<file path="config.mk">
export PLATFORM = sky130hd
export DESIGN_NAME = wishbone_decoder_flat
export DESIGN_NICKNAME = d
export VERILOG_FILES = /design/src/rtl/wishbone_decoder_if.sv /design/src/rtl/wishbone_decoder.sv /design/src/flat_wrapper.sv
export SDC_FILE = /design/constraint.sdc
export NUM_CORES = 1
export LEC_CHECK = 0
export BUFFER_PORTS_ARGS = -buffer_cell sky130_fd_sc_hd__buf_2
export CORE_AREA = 2 2 216 218
export DETAILED_ROUTE_END_ITERATION = 10
export DIE_AREA = 0 0 218 220
export SETUP_SLACK_MARGIN = 0.4
export SYNTH_ARGS = -nofsm -noshare
export SYNTH_HDL_FRONTEND = slang
export SYNTH_SLANG_ARGS = --single-unit
</file>
<file path="constraint.sdc">
create_clock -name CLK -period 5.8 [get_ports CLK]
set_input_delay 0.87 -clock CLK [delete_from_list [all_inputs] [get_ports CLK]]
set_output_delay 0.87 -clock CLK [all_outputs]
set_load 0.01 [all_outputs]
</file>
<file path="src/rtl/wishbone_decoder_if.sv">
// Wishbone bus bundle between the arbitrated manager, the decoder and the
// NUM_SUBORDINATES downstream subordinates. Subordinate-side vectors are
// flat, with slice k belonging to subordinate k.
//
// Handshake: a manager request is valid while STB_I & CYC_I are high, and
// it is held stable until ACK_O is seen. ACK_O is a one-cycle completion
// strobe and DAT_O is valid only in that cycle. Toward each subordinate the
// same rule applies: S_STB_O/S_CYC_O are held until that subordinate raises
// S_ACK_I, or until the manager drops CYC_I to abort.
interface wishbone_decoder_if #(
  parameter int NUM_SUBORDINATES = 4
) ();
  // Manager side
  logic [31:0]                    ADR_I;
  logic [31:0]                    DAT_I;
  logic [3:0]                     SEL_I;
  logic                           WE_I;
  logic                           STB_I;
  logic                           CYC_I;
  logic [31:0]                    DAT_O;
  logic                           ACK_O;
  // Subordinate side
  logic [32*NUM_SUBORDINATES-1:0] S_ADR_O;
  logic [32*NUM_SUBORDINATES-1:0] S_DAT_O;
  logic [4*NUM_SUBORDINATES-1:0]  S_SEL_O;
  logic [NUM_SUBORDINATES-1:0]    S_WE_O;
  logic [NUM_SUBORDINATES-1:0]    S_STB_O;
  logic [NUM_SUBORDINATES-1:0]    S_CYC_O;
  logic [32*NUM_SUBORDINATES-1:0] S_DAT_I;
  logic [NUM_SUBORDINATES-1:0]    S_ACK_I;

  // Decoder view
  modport slave (
    input  ADR_I, DAT_I, SEL_I, WE_I, STB_I, CYC_I,
    output DAT_O, ACK_O,
    output S_ADR_O, S_DAT_O, S_SEL_O, S_WE_O, S_STB_O, S_CYC_O,
    input  S_DAT_I, S_ACK_I
  );

  // Environment view: drives the manager request and the subordinate replies
  modport master (
    output ADR_I, DAT_I, SEL_I, WE_I, STB_I, CYC_I,
    input  DAT_O, ACK_O,
    input  S_ADR_O, S_DAT_O, S_SEL_O, S_WE_O, S_STB_O, S_CYC_O,
    output S_DAT_I, S_ACK_I
  );
endinterface

</file>
<file path="src/rtl/wishbone_decoder.sv">
// Address decoder placed after the manager arbitrator. It latches the target
// subordinate at the start of a transaction, passes the bus through to that
// subordinate only, and terminates unmapped or hung accesses with an error
// ACK carrying ERR_DATA so the manager is never left waiting forever.
// Only one transaction is outstanding at a time.
module wishbone_decoder #(
  parameter int                             NUM_SUBORDINATES = 4,
  // Default bases cover NUM_SUBORDINATES = 4; override both together.
  parameter logic [32*NUM_SUBORDINATES-1:0] SUB_BASE = {32'h3003_0000, 32'h3002_0000,
                                                        32'h3001_0000, 32'h3000_0000},
  parameter logic [32*NUM_SUBORDINATES-1:0] SUB_MASK = {NUM_SUBORDINATES{32'hFFFF_0000}},
  parameter int                             TIMEOUT_CYCLES   = 255,
  parameter logic [31:0]                    ERR_DATA         = 32'hDEAD_BEEF
) (
  input  logic                 CLK,
  input  logic                 nRST,
  wishbone_decoder_if.slave    bus,
  input  logic                 ERR_CLR,
  output logic                 BUS_ERR,
  output logic [31:0]          ERR_ADR,
  output logic [1:0]           o_dbg_state
);

  localparam int SW         = (NUM_SUBORDINATES > 1) ? $clog2(NUM_SUBORDINATES) : 1;
  // A zero TIMEOUT_CYCLES would give a zero-width counter; keep one bit.
  localparam int CW         = (TIMEOUT_CYCLES > 0) ? $clog2(TIMEOUT_CYCLES + 1) : 1;
  localparam int CNT_LAST_I = (TIMEOUT_CYCLES > 0) ? TIMEOUT_CYCLES - 1 : 0;
  localparam logic [CW-1:0] CNT_LAST = CNT_LAST_I[CW-1:0];

  typedef enum logic [1:0] {
    ST_IDLE   = 2'd0,
    ST_ACTIVE = 2'd1,
    ST_ERROR  = 2'd2
  } state_t;

  state_t        r_state;
  state_t        w_next_state;
  logic [SW-1:0] r_sel;
  logic [CW-1:0] r_cnt;
  logic [CW-1:0] w_next_cnt;
  logic          r_bus_err;
  logic [31:0]   r_err_adr;

  logic          w_req;
  logic          w_hit;
  logic [SW-1:0] w_hit_idx;
  logic          w_err_set;
  logic          w_sel_ack;
  logic [31:0]   w_sel_dat;

  logic [32*NUM_SUBORDINATES-1:0] w_s_adr;
  logic [32*NUM_SUBORDINATES-1:0] w_s_dat;
  logic [4*NUM_SUBORDINATES-1:0]  w_s_sel;
  logic [NUM_SUBORDINATES-1:0]    w_s_we;
  logic [NUM_SUBORDINATES-1:0]    w_s_stb;
  logic [NUM_SUBORDINATES-1:0]    w_s_cyc;
  logic [31:0]                    w_dat_o;
  logic                           w_ack_o;

  assign w_req = bus.STB_I & bus.CYC_I;

  // Address match; scanning from the top down leaves the lowest hit index.
  always_comb begin
    w_hit     = 1'b0;
    w_hit_idx = '0;
    for (int k = NUM_SUBORDINATES - 1; k >= 0; k--) begin
      if ((bus.ADR_I & SUB_MASK[k*32 +: 32]) == SUB_BASE[k*32 +: 32]) begin
        w_hit     = 1'b1;
        w_hit_idx = SW'(k);
      end
    end
  end

  // Read data and acknowledge of the latched subordinate; others are ignored.
  always_comb begin
    w_sel_ack = 1'b0;
    w_sel_dat = '0;
    for (int k = 0; k < NUM_SUBORDINATES; k++) begin
      if (SW'(k) == r_sel) begin
        w_sel_ack = bus.S_ACK_I[k];
        w_sel_dat = bus.S_DAT_I[k*32 +: 32];
      end
    end
  end

  // State, target select, timeout counter and error capture registers.
  always_ff @(posedge CLK or negedge nRST) begin
    if (!nRST) begin
      r_state   <= ST_IDLE;
      r_sel     <= '0;
      r_cnt     <= '0;
      r_bus_err <= 1'b0;
      r_err_adr <= '0;
    end else begin
      r_state <= w_next_state;
      r_cnt   <= w_next_cnt;
      if (r_state == ST_IDLE && w_req && w_hit) begin
        r_sel <= w_hit_idx;
      end
      if (w_err_set) begin
        r_err_adr <= bus.ADR_I;
      end
      // A new error in the same cycle as a clear keeps the flag set.
      if (w_err_set) begin
        r_bus_err <= 1'b1;
      end else if (ERR_CLR) begin
        r_bus_err <= 1'b0;
      end
    end
  end

  // Next-state logic and bus steering for each state.
  always_comb begin
    w_next_state = r_state;
    w_next_cnt   = r_cnt;
    w_err_set    = 1'b0;
    w_s_adr      = '0;
    w_s_dat      = '0;
    w_s_sel      = '0;
    w_s_we       = '0;
    w_s_stb      = '0;
    w_s_cyc      = '0;
    w_dat_o      = '0;
    w_ack_o      = 1'b0;
    case (r_state)
      ST_IDLE: begin
        if (w_req) begin
          if (w_hit) begin
            w_next_state = ST_ACTIVE;
            w_next_cnt   = '0;
          end else begin
            w_next_state = ST_ERROR;
            w_err_set    = 1'b1;
          end
        end
      end
      ST_ACTIVE: begin
        if (!bus.CYC_I) begin
          // Manager abort: everything already defaults to 0 this cycle.
          w_next_state = ST_IDLE;
        end else begin
          for (int k = 0; k < NUM_SUBORDINATES; k++) begin
            if (SW'(k) == r_sel) begin
              w_s_adr[k*32 +: 32] = bus.ADR_I;
              w_s_dat[k*32 +: 32] = bus.DAT_I;
              w_s_sel[k*4 +: 4]   = bus.SEL_I;
              w_s_we[k]           = bus.WE_I;
              w_s_stb[k]          = bus.STB_I;
              w_s_cyc[k]          = bus.CYC_I;
            end
          end
          w_dat_o = w_sel_dat;
          w_ack_o = w_sel_ack;
          if (w_sel_ack) begin
            // An ACK on the threshold cycle still completes normally.
            w_next_state = ST_IDLE;
          end else if (TIMEOUT_CYCLES != 0 && r_cnt == CNT_LAST) begin
            w_next_state = ST_ERROR;
            w_err_set    = 1'b1;
          end else if (r_cnt != {CW{1'b1}}) begin
            w_next_cnt = r_cnt + 1'b1;
          end
        end
      end
      ST_ERROR: begin
        w_ack_o      = 1'b1;
        w_dat_o      = ERR_DATA;
        w_next_state = ST_IDLE;
      end
      default: begin
        w_next_state = ST_IDLE;
      end
    endcase
  end

  assign bus.S_ADR_O = w_s_adr;
  assign bus.S_DAT_O = w_s_dat;
  assign bus.S_SEL_O = w_s_sel;
  assign bus.S_WE_O  = w_s_we;
  assign bus.S_STB_O = w_s_stb;
  assign bus.S_CYC_O = w_s_cyc;
  assign bus.DAT_O   = w_dat_o;
  assign bus.ACK_O   = w_ack_o;
  assign BUS_ERR     = r_bus_err;
  assign ERR_ADR     = r_err_adr;
  assign o_dbg_state = r_state;

endmodule

</file>
<file path="src/flat_wrapper.sv">
// flat-port wrapper written by rule: the top's interface ports become plain ports
module wishbone_decoder_flat 
#(
  parameter int                             NUM_SUBORDINATES = 4,
                                                                      
  parameter logic [32*NUM_SUBORDINATES-1:0] SUB_BASE = {32'h3003_0000, 32'h3002_0000,
                                                        32'h3001_0000, 32'h3000_0000},
  parameter logic [32*NUM_SUBORDINATES-1:0] SUB_MASK = {NUM_SUBORDINATES{32'hFFFF_0000}},
  parameter int                             TIMEOUT_CYCLES   = 255,
  parameter logic [31:0]                    ERR_DATA         = 32'hDEAD_BEEF
)
  (CLK, nRST, ERR_CLR, BUS_ERR, ERR_ADR, o_dbg_state, bus_ADR_I, bus_DAT_I, bus_SEL_I, bus_WE_I, bus_STB_I, bus_CYC_I, bus_DAT_O, bus_ACK_O, bus_S_ADR_O, bus_S_DAT_O, bus_S_SEL_O, bus_S_WE_O, bus_S_STB_O, bus_S_CYC_O, bus_S_DAT_I, bus_S_ACK_I);
  wishbone_decoder_if #(.NUM_SUBORDINATES(NUM_SUBORDINATES)) bus_i ();
  input  logic CLK;
  input  logic nRST;
  input  logic ERR_CLR;
  output logic BUS_ERR;
  output logic [31:0] ERR_ADR;
  output logic [1:0] o_dbg_state;
  input wire logic [$bits(bus_i.ADR_I)-1:0] bus_ADR_I;
  input wire logic [$bits(bus_i.DAT_I)-1:0] bus_DAT_I;
  input wire logic [$bits(bus_i.SEL_I)-1:0] bus_SEL_I;
  input wire logic [$bits(bus_i.WE_I)-1:0] bus_WE_I;
  input wire logic [$bits(bus_i.STB_I)-1:0] bus_STB_I;
  input wire logic [$bits(bus_i.CYC_I)-1:0] bus_CYC_I;
  output wire logic [$bits(bus_i.DAT_O)-1:0] bus_DAT_O;
  output wire logic [$bits(bus_i.ACK_O)-1:0] bus_ACK_O;
  output wire logic [$bits(bus_i.S_ADR_O)-1:0] bus_S_ADR_O;
  output wire logic [$bits(bus_i.S_DAT_O)-1:0] bus_S_DAT_O;
  output wire logic [$bits(bus_i.S_SEL_O)-1:0] bus_S_SEL_O;
  output wire logic [$bits(bus_i.S_WE_O)-1:0] bus_S_WE_O;
  output wire logic [$bits(bus_i.S_STB_O)-1:0] bus_S_STB_O;
  output wire logic [$bits(bus_i.S_CYC_O)-1:0] bus_S_CYC_O;
  input wire logic [$bits(bus_i.S_DAT_I)-1:0] bus_S_DAT_I;
  input wire logic [$bits(bus_i.S_ACK_I)-1:0] bus_S_ACK_I;
  assign bus_i.ADR_I = bus_ADR_I;
  assign bus_i.DAT_I = bus_DAT_I;
  assign bus_i.SEL_I = bus_SEL_I;
  assign bus_i.WE_I = bus_WE_I;
  assign bus_i.STB_I = bus_STB_I;
  assign bus_i.CYC_I = bus_CYC_I;
  assign bus_DAT_O = bus_i.DAT_O;
  assign bus_ACK_O = bus_i.ACK_O;
  assign bus_S_ADR_O = bus_i.S_ADR_O;
  assign bus_S_DAT_O = bus_i.S_DAT_O;
  assign bus_S_SEL_O = bus_i.S_SEL_O;
  assign bus_S_WE_O = bus_i.S_WE_O;
  assign bus_S_STB_O = bus_i.S_STB_O;
  assign bus_S_CYC_O = bus_i.S_CYC_O;
  assign bus_i.S_DAT_I = bus_S_DAT_I;
  assign bus_i.S_ACK_I = bus_S_ACK_I;
  wishbone_decoder #(.NUM_SUBORDINATES(NUM_SUBORDINATES), .SUB_BASE(SUB_BASE), .SUB_MASK(SUB_MASK), .TIMEOUT_CYCLES(TIMEOUT_CYCLES), .ERR_DATA(ERR_DATA)) u_core (.CLK(CLK), .nRST(nRST), .bus(bus_i), .ERR_CLR(ERR_CLR), .BUS_ERR(BUS_ERR), .ERR_ADR(ERR_ADR), .o_dbg_state(o_dbg_state));
endmodule
</file>
==> summary.md, run 1 <==
| Metric | Value |
|---|---|
| Status | completed |
| Post-CTS Setup Repair Bufs | 0 |
| Yosys reg bits | 45 |
| Final Cycle Share | 79.74% |
| Final Hold Viols | 0 |
| Maximum buffer depth of the clock tree | 2 |
| CP Data Arrival Time | 3750 ps |
| MaxCap Viol Count | 0 |
| Asr flop ratio synth | 100.0% |
| I/O Buffers | 557 |
| Slew @ Worst Pin | 1079 ps |
| Core Rows | 79 |
| Final Non-Filler Cells | 1742 |
| Clock slew at reported path FFs | 60 ps |
| Top Ports | 558 |
| Worst Skew | 5.649 ps |
| Hold crit path type | register to register |
| Syn. warnings | 0 |
| Final Hold Slack | 495.0 ps |
| Max Slew Vio Count | 0 |
| Placed cell areas | 8544 sq um |
| Die Span Y | 220 microns |
| EDFF count, synth | 0 |
| Residual DRC | 0 |
| Crit-path max FO | 42 |
| Top-count cell post-synth | and2_1 |
| Tmin final | 4625 ps |
| Routability cong. | 0.8751 |
| Syn Nets | 822 |
| Post-CTS Resized | 0 |
| CTS sink cnt | 45 |
| CTS tree | built |
| Core area | 45860 sq um |
| Layout cells sized above 1 | 56.35% |
| Width of the die | 218 microns |
| Top cells by area, synth | and2_1, dfrtp_1, mux4_2 |
| CP Class | register to output port |
| RSZ-0062 raised after global routing | no |
| R2r setup slk | 2690 ps |
| Top cells by instance count after synthesis | and2_1, dfrtp_1, clkbuf_1 |
| Setup tns final | 0 ps |
| Clock buffer count from CTS | 5 |
| Pwr dens | 182.9 nW/um^2 |
| Detailed Route WL | 28430 microns |
| Crit end category | output port |
| Initial Utilization | 11.16% |
| Crit path required time | 4930 ps |
| Cell variety after synth | 44 |
| Final instance area | 8720 sq um |
| Via-to-Cell Ratio | 3.840 |
| Via count | 6689 |
| Drt initial violations | 259 |
| Layout Nets | 1344 |
| Power Total | 1.595 mW |
| Antenna Nets Post-Route | 0 |
| Root buffer cell | clkbuf_16 |
| Worst slew margin | 27.91% |
| Worst skew pair latency | 300 ps |
| Syn Area/Cell | 8.380 sq um |
| Register area share after synthesis | 21.99% |
| Final Setup Violations | 0 |
| # hold bufs at CTS | 0 |
| DP HPWL | 23420 microns |
| Area delta synth->final | 70.31% |
| Startpoint Class | register |
| Vias in the first global route | 6162 |
| GRT Residual Overflow | 0 |
| Highest clock rate | 0.2162 GHz |
| WL/cell | 16.32 microns |
| Worst vdd ir | 0.1945 mV |
| Fillers | 5159 |
| Post-synthesis instance total | 611 |
| GRT Resource Usage Total | 10.98% |
| Largest net degree at the start of global routing | 72 |
| Placed cell count | 1733 |
| Mapped Area | 5120 sq um |
| First-pass GRT wire length | 39270 microns |
| Synth top area share | 34.46% |
| Leakage | 4.934 nW |
| H-tree levels | 2 |
| Initial antenna violation count | 4 |
| Die footprint | 47960 sq um |
| Synth area leader | and2_1 |
| Prevailing post-synth register cell | dfrtp_1 |
| DR pass1 iterations | 5 |
-- per-layer routing --
layer	track usage [%]	vias up	wire length [microns]
li1	-	3090	-
met1	12.99	3167	11520
met2	20.11	395	14240
met3	1.684	37	2002
met4	3.628	0	673
met5	0	-	0
-- logic make-up (layout without fill, tap and decap cells) --
group / Yosys count / count (layout) / share of synthesized area [%]
AO/OA/AOI/OAI: 40 / 40 / 5.963
adder cells (fa/ha/maj): 5 / 5 / 1.222
buffers and inverters: 59 / 582 / 4.863
flip-flops: 45 / 45 / 21.99
multiplexers: 69 / 69 / 19.82
other: 0 / 1 / 0
AND/OR/NAND/NOR: 393 / 393 / 46.14
-- per-stage QoR --
stage          utilization, %  worst slack, ps
5_1_grt                 19.01            836.0
6_report                19.01             1175
2_1_floorplan               -             2898
3_3_place_gp            18.63             1654
3_5_place_dp            18.63             1526
4_1_cts                 19.01             1181
-- final cells by class --
class                      instances  area, sq um  area share [%]
multi-input combinational        507         3767           43.21
timing repair buffer             567         2863           32.83
sequential                        45         1129           12.94
tap                              607        759.5           8.710
clock buffer                       7        142.6           1.636
clock inverter                     1        30.03          0.3444
inverter                           7        26.28          0.3013
antenna                            1        2.502         0.02870
-- cell usage in the layout (no fill, tap or decap), drive strengths merged, types with 4 or more instances in the layout --
master and count:
buf 567, and2 283, dfrtp 45, nand2 40
mux2 36, mux4 22, nand3 20, o21ai 14
and3 12, mux2i 11, nor2b 11, a221oi 10
inv 7, clkbuf 7, ha 5, nor2 5
nand4 4
-- flip-flops by register name, summed over array words and instances, names as in the netlist --
name                cells
u_core.r_sel            2
u_core.o_dbg_state      2
u_core.r_cnt            8
u_core.ERR_ADR         32
u_core.BUS_ERR          1
-- critical path, stage by stage, from the launching register on --
cell     delay, ps
dfrtp_1        410
inv_1           90
ha_1           470
and2_1         810
and3_2         800
buf_4          450
and2_1         190
buf_2          130
-- power by group --
| part | leakage [nW] | internal, mW | switching [mW] |
|---|---|---|---|
| Clock | 0.0841 | 0.216 | 0.129 |
| Sequential | 0.536 | 0.433 | 0.0586 |
| Combinational | 4.31 | 0.341 | 0.418 |
| Total | 4.93 | 0.989 | 0.606 |
-- worst paths after layout --
| path | start | cells past startpoint | to |
|---|---|---|---|
| min in group asynchronous | nRST | 2 | u_core.ERR_ADR[9] |
| hold / removal | u_core.ERR_ADR[9] | 1 | u_core.ERR_ADR[9] |
| hold reg to reg | u_core.ERR_ADR[9] | 1 | u_core.ERR_ADR[9] |
| setup reg to reg | u_core.r_sel[0] | 7 | u_core.ERR_ADR[6] |
| max in group asynchronous | nRST | 2 | u_core.r_sel[0] |
| setup / recovery | u_core.o_dbg_state[1] | 7 | bus_S_ADR_O[115] |
No activity file was read; power rests on OpenSTA's default activity.
==> run 2, diff against run 1 <==
==> constraint.sdc (replaced) <==
create_clock -name CLK -period 4.4 [get_ports CLK]
set_input_delay 0.66 -clock CLK [delete_from_list [all_inputs] [get_ports CLK]]
set_output_delay 0.66 -clock CLK [all_outputs]
set_load 0.01 [all_outputs]
==> summary.md, run 2 (synthesis gave the netlist of run 1 again) <==
| Metric | Value |
|---|---|
| First-pass GRT wire length | 38330 microns (-2.4%) |
| WL/cell | 16.33 microns (about the same) |
| Power Total | 2.030 mW (+27%) |
| GRT Residual Overflow | 0 (unchanged) |
| Die Span Y | 220 microns (unchanged) |
| Most frequent cells in the layout | buf_2, and2_1, dfrtp_1 |
| Layout Nets | 1345 (+0.074%) |
| Critical path's largest stage delay | 490 ps (-320 ps) |
| Root buffer cell | clkbuf_16 |
| MaxCap Viol Count | 0 (unchanged) |
| Crit-path cells | inv_1 > ha_1 > and2_1 > buf_4 > nor3b_4 > buf_4 > and2_1 > buf_2 |
| Global routing usage on met3 | 1.201% (-0.48 points) |
| Placed cell areas | 8564 sq um (+0.23%) |
| Final Hold Viols | 0 (unchanged) |
| Largest register FFs | 32 (unchanged) |
| Startpoint Class | register |
| Crit end category | output port |
| Post-CTS Setup Repair Bufs | 0 (unchanged) |
| Final Hold Slack | 448.8 ps (-46.19 ps) |
| Area delta synth->final | 70.26% (about the same) |
| Setup tns final | 0 ps (unchanged) |
| # hold bufs at CTS | 0 (unchanged) |
| H-tree levels | 2 (unchanged) |
| Dpl ws | 909.2 ps (-616.9 ps) |
| CP Data Arrival Time | 3020 ps (-730 ps) |
| Antenna Nets Post-Route | 0 (unchanged) |
| CTS sink cnt | 45 (unchanged) |
| Met2 Usage GRT | 20.61% (+0.51 points) |
| Worst vdd ir | 0.1528 mV (-21%) |
| Maximum buffer depth of the clock tree | 2 (unchanged) |
| Core Rows | 79 (unchanged) |
| Layout cells sized above 1 | 56.30% (about the same) |
| Worst skew pair latency | 290 ps (about the same) |
| I/O Buffers | 557 (unchanged) |
| Post-CTS Resized | 0 (unchanged) |
| Top Ports | 558 (unchanged) |
| Die footprint | 47960 sq um (unchanged) |
| Worst Skew | 9.250 ps (+3.600 ps) |
| RSZ-0062 raised after global routing | no |
| Crit path required time | 3740 ps (-1190 ps) |
| Commonest non-fill, non-tap cell in the layout | buf_2 |
| Vias in the first global route | 6042 (-1.9%) |
| Crit-path max FO | 71 (+69%) |
| Clock slew at reported path FFs | 70 ps (about the same) |
| GRT Resource Usage Total | 10.75% (-0.23 points) |
| DR pass1 iterations | 4 (-1) |
| Multi-input gate area | 3771 sq um (about the same) |
| Worst slew margin | 21.91% (-6.0 points) |
| Detailed Route WL | 28480 microns (+0.18%) |
| Crit-path slowest cell | ha_1 |
| Drt initial violations | 216 (-17%) |
| Hold crit path type | input pin to async pin |
| GR peak layer | met2 |
| DP HPWL | 23380 microns (-0.17%) |
| Pwr dens | 232.8 nW/um^2 (+27%) |
| Final Cycle Share | 83.54% |
| CP Class | register to output port |
| Residual DRC | 0 (unchanged) |
| Clock buffer count from CTS | 5 (unchanged) |
| Highest clock rate | 0.2720 GHz |
| Tmin final | 3676 ps |
| Via count | 6575 (-1.7%) |
| Largest net degree at the start of global routing | 72 (unchanged) |
| Final WS setup | 724.1 ps (-451.3 ps) |
| Sequential cell area | 1129 sq um (unchanged) |
| Initial Utilization | 11.16% (unchanged) |
| Initial antenna violation count | 4 (unchanged) |
| Final Setup Violations | 0 (unchanged) |
| WP buf/inv | 4 (+1) |
| Slew @ Worst Pin | 1169 ps (+89.76 ps) |
| Kind of cell adding the most delay to the critical path | buffers and inverters |
| Routability cong. | 0.8313 (-5.0%) |
| CTS tree | built |
| Max Slew Vio Count | 0 (unchanged) |
| Status | completed |
| Via-to-Cell Ratio | 3.770 (-1.8%) |
| GR Util met1 | 12.64% (-0.35 points) |
| Core area | 45860 sq um (unchanged) |
| Fillers | 5125 (-0.66%) |
| Width of the die | 218 microns (unchanged) |
| Leakage | 4.922 nW (-0.26%) |
| Final instance area | 8717 sq um (about the same) |
## run 2: path summary, 6_finish.rpt
check / from / end / slack, ps / cells after the start
worst max-delay path: u_core.o_dbg_state[1] / bus_S_DAT_O[20] / 720 / 8
min in group CLK: u_core.ERR_ADR[5] / u_core.ERR_ADR[5] / 500 / 1
worst min register to register: u_core.ERR_ADR[5] / u_core.ERR_ADR[5] / 500 / 1
worst max register to register: u_core.r_sel[0] / u_core.ERR_ADR[3] / 1730 / 6
max in group asynchronous: nRST / u_core.r_sel[0] / 3480 / 2
worst min-delay path: nRST / u_core.ERR_ADR[10] / 450 / 2
## run 2: per-stage QoR
stage / util [%] / std cells
2_1_floorplan: - / 611
3_3_place_gp: 18.67 / 1734
3_5_place_dp: 18.67 / 1734
4_1_cts: 18.98 / 1742
5_1_grt: 19.00 / 1742
6_report: 19.01 / 1744
## run 2: final cells by class
| cell class | instances | share of cell area (%) |
|---|---|---|
| multi-input cells | 507 | 43.26 |
| repair buffers | 568 | 33.11 |
| flip-flops and latches | 45 | 12.95 |
| well taps | 607 | 8.712 |
| clock buffers | 7 | 1.521 |
| inverters | 7 | 0.3014 |
| clock inverters | 1 | 0.08612 |
| diodes | 2 | 0.05741 |
## run 2: report_power, final
| part | switching [mW] | internal (mW) | total (mW) |
|---|---|---|---|
| sequential | 0.0820 | 0.571 | 0.653 |
| combinational | 0.560 | 0.450 | 1.01 |
| clock | 0.155 | 0.211 | 0.366 |
| total | 0.797 | 1.23 | 2.03 |
## run 2: per-layer routing
layer	wire length (microns)	vias up	share of wire, %
met5	0	-	0
met4	440	0	1.5
met3	1858	24	6.5
met2	14510	350	51
met1	11670	3108	41
li1	-	3093	-
## run 2: worst register-to-register path: stages, from the launching register on
cell and delay, ps:
dfrtp_2 820, mux2_2 380, mux2i_1 110, and2_4 200
a32oi_4 200, buf_4 420, mux2_2 420
==> run 3, diff against run 2 <==
==> constraint.sdc (replaced) <==
create_clock -name CLK -period 3.66 [get_ports CLK]
set_input_delay 0.549 -clock CLK [delete_from_list [all_inputs] [get_ports CLK]]
set_output_delay 0.549 -clock CLK [all_outputs]
set_load 0.01 [all_outputs]
==> summary.md, run 3 (synthesis gave the netlist of run 1 again) <==
| Metric | Value |
|---|---|
| Crit path required time | 3110 ps (-630 ps) |
| Leakage | 4.964 nW (+0.86%) |
| Die Span Y | 220 microns (unchanged) |
| Via count | 6635 (+0.91%) |
| R2r endpoint | u_core.ERR_ADR[6] |
| Kind of cell adding the most delay to the critical path | simple AND/OR/NAND/NOR gates |
| Routability cong. | 0.8855 (+6.5%) |
| Worst skew pair latency | 290 ps (about the same) |
| DR pass1 iterations | 5 (+1) |
| Status | completed |
| Max Slew Vio Count | 0 (unchanged) |
| # hold bufs at CTS | 0 (unchanged) |
| Setup tns final | 0 ps (unchanged) |
| CTS tree | built |
| Initial antenna violation count | 6 (+2) |
| CTS sink cnt | 45 (unchanged) |
| Initial Utilization | 11.16% (unchanged) |
| Largest net degree at the start of global routing | 68 (-5.6%) |
| Worst vdd ir | 0.1828 mV (+20%) |
| Slew @ Worst Pin | 895.5 ps (-273.4 ps) |
| Critical path's largest stage delay | 400 ps (-90 ps) |
| WP buf/inv | 3 (-1) |
| RSZ-0062 raised after global routing | no |
| Startpoint Class | register |
| Clock buffer count from CTS | 5 (unchanged) |
| Hold crit path type | input pin to async pin |
| Crit-path most repeated cell | and2_1 |
| Crit end category | output port |
| WL/cell | 16.18 microns (-0.93%) |
| RR Startpoint | u_core.o_dbg_state[1] |
| Via-to-Cell Ratio | 3.791 (+0.57%) |
| Most frequent cells in the layout | buf_2, and2_1, dfrtp_1 |
| Layout Nets | 1352 (+0.52%) |
| Pwr dens | 277.4 nW/um^2 (+19%) |
| Residual DRC | 0 (unchanged) |
| GRT Residual Overflow | 0 (unchanged) |
| Detailed Route WL | 28310 microns (-0.59%) |
| CP Data Arrival Time | 2500 ps (-520 ps) |
| Clock slew at reported path FFs | 70 ps (about the same) |
| Drt initial violations | 253 (+17%) |
| H-tree levels | 2 (unchanged) |
| Die footprint | 47960 sq um (unchanged) |
| GRT Resource Usage Total | 10.96% (+0.21 points) |
| First-pass GRT wire length | 39210 microns (+2.3%) |
| Root buffer cell | clkbuf_16 |
| Tmin final | 3045 ps |
| Antenna Nets Post-Route | 0 (unchanged) |
| Worst reg2reg path depth | 8 (+2) |
| Core Rows | 79 (unchanged) |
| I/O Buffers | 557 (unchanged) |
| Commonest non-fill, non-tap cell in the layout | buf_2 |
| R2r setup slk | 1100 ps (-630 ps) |
| Worst Skew | 4.745 ps (-4.504 ps) |
| Final Cycle Share | 83.20% |
| Maximum buffer depth of the clock tree | 2 (unchanged) |
| Top Ports | 558 (unchanged) |
| DP HPWL | 23640 microns (+1.1%) |
| Core area | 45860 sq um (unchanged) |
| Worst slew margin | 40.30% (+18 points) |
| Final Setup Violations | 0 (unchanged) |
| Crit-path slowest cell | dfrtp_1 |
| Width of the die | 218 microns (unchanged) |
| MaxCap Viol Count | 0 (unchanged) |
| Highest clock rate | 0.3284 GHz |
| Crit-path max FO | 61 (-14%) |
| CP Class | register to output port |
| Vias in the first global route | 6286 (+4.0%) |
| Final Hold Viols | 0 (unchanged) |
| Crit-path cells | inv_1 > ha_2 > and2_1 > nor3b_4 > buf_8 > and2_1 > buf_2 |
| Fillers | 5130 (+0.098%) |
| Final Hold Slack | 365.1 ps (-83.70 ps) |
| Largest register FFs | 32 (unchanged) |
| Layout cells sized above 1 | 56.70% (+0.41 points) |
| Area delta synth->final | 71.53% |
## run 3: where the power goes
group          internal, mW  total [mW]  switching (mW)
registers             0.686       0.779          0.0927
logic                 0.544        1.21           0.661
clock network         0.249       0.451           0.202
## run 3: through the flow
step           instances  setup slack (ps)  total power, mW  util [%]  area [sq um]
5_1_grt             1749             420.5            2.614     19.14          8780
6_report            1750             615.0            2.436     19.15          8782
3_5_place_dp        1740             584.4            2.010     18.80          8622
2_1_floorplan        611              1185            1.376         -          5120
3_3_place_gp        1740             654.5            1.991     18.80          8622
4_1_cts             1748             516.1            2.482     19.12          8770
## run 3: what timing repair did
action	in CTS	in global routing
pin swaps	1	0
gates resized for setup	2	3
setup buffers	1	0
setup endpoints to repair	125	11
## run 3: final cells by class
cell class,count,area [sq um],area share [%]
multi-input combinational,507,3770,42.93
timing repair buffer,575,2959,33.69
sequential,45,1129,12.85
tap,607,759.5,8.648
clock buffer,6,128.9,1.467
inverter,7,26.28,0.2992
clock inverter,1,5.005,0.05699
antenna,2,5.005,0.05699
## run 3: worst max path at each step
| stage | start | slack, ps | cells past startpoint | to |
|---|---|---|---|---|
| after CTS | u_core.o_dbg_state[1] | 520 | 8 | bus_DAT_O[31] |
| after detailed placement | u_core.o_dbg_state[1] | 580 | 7 | bus_S_DAT_O[5] |
| after floorplan | u_core.o_dbg_state[1] | 1190 | 9 | bus_S_ADR_O[100] |
| after global routing | u_core.o_dbg_state[1] | 420 | 8 | bus_DAT_O[31] |
| final | u_core.o_dbg_state[1] | 620 | 7 | bus_S_DAT_O[18] |
| after global placement | u_core.o_dbg_state[1] | 650 | 7 | bus_S_DAT_O[4] |
## run 3: metal layers
layer | vias to the layer above | share of wire, % | track usage (%)
li1 | 3105 | - | -
met1 | 3143 | 39 | 12.72
met2 | 361 | 52 | 20.90
met3 | 24 | 7.5 | 1.822
met4 | 2 | 1.4 | 2.290
met5 | - | 0.060 | 0
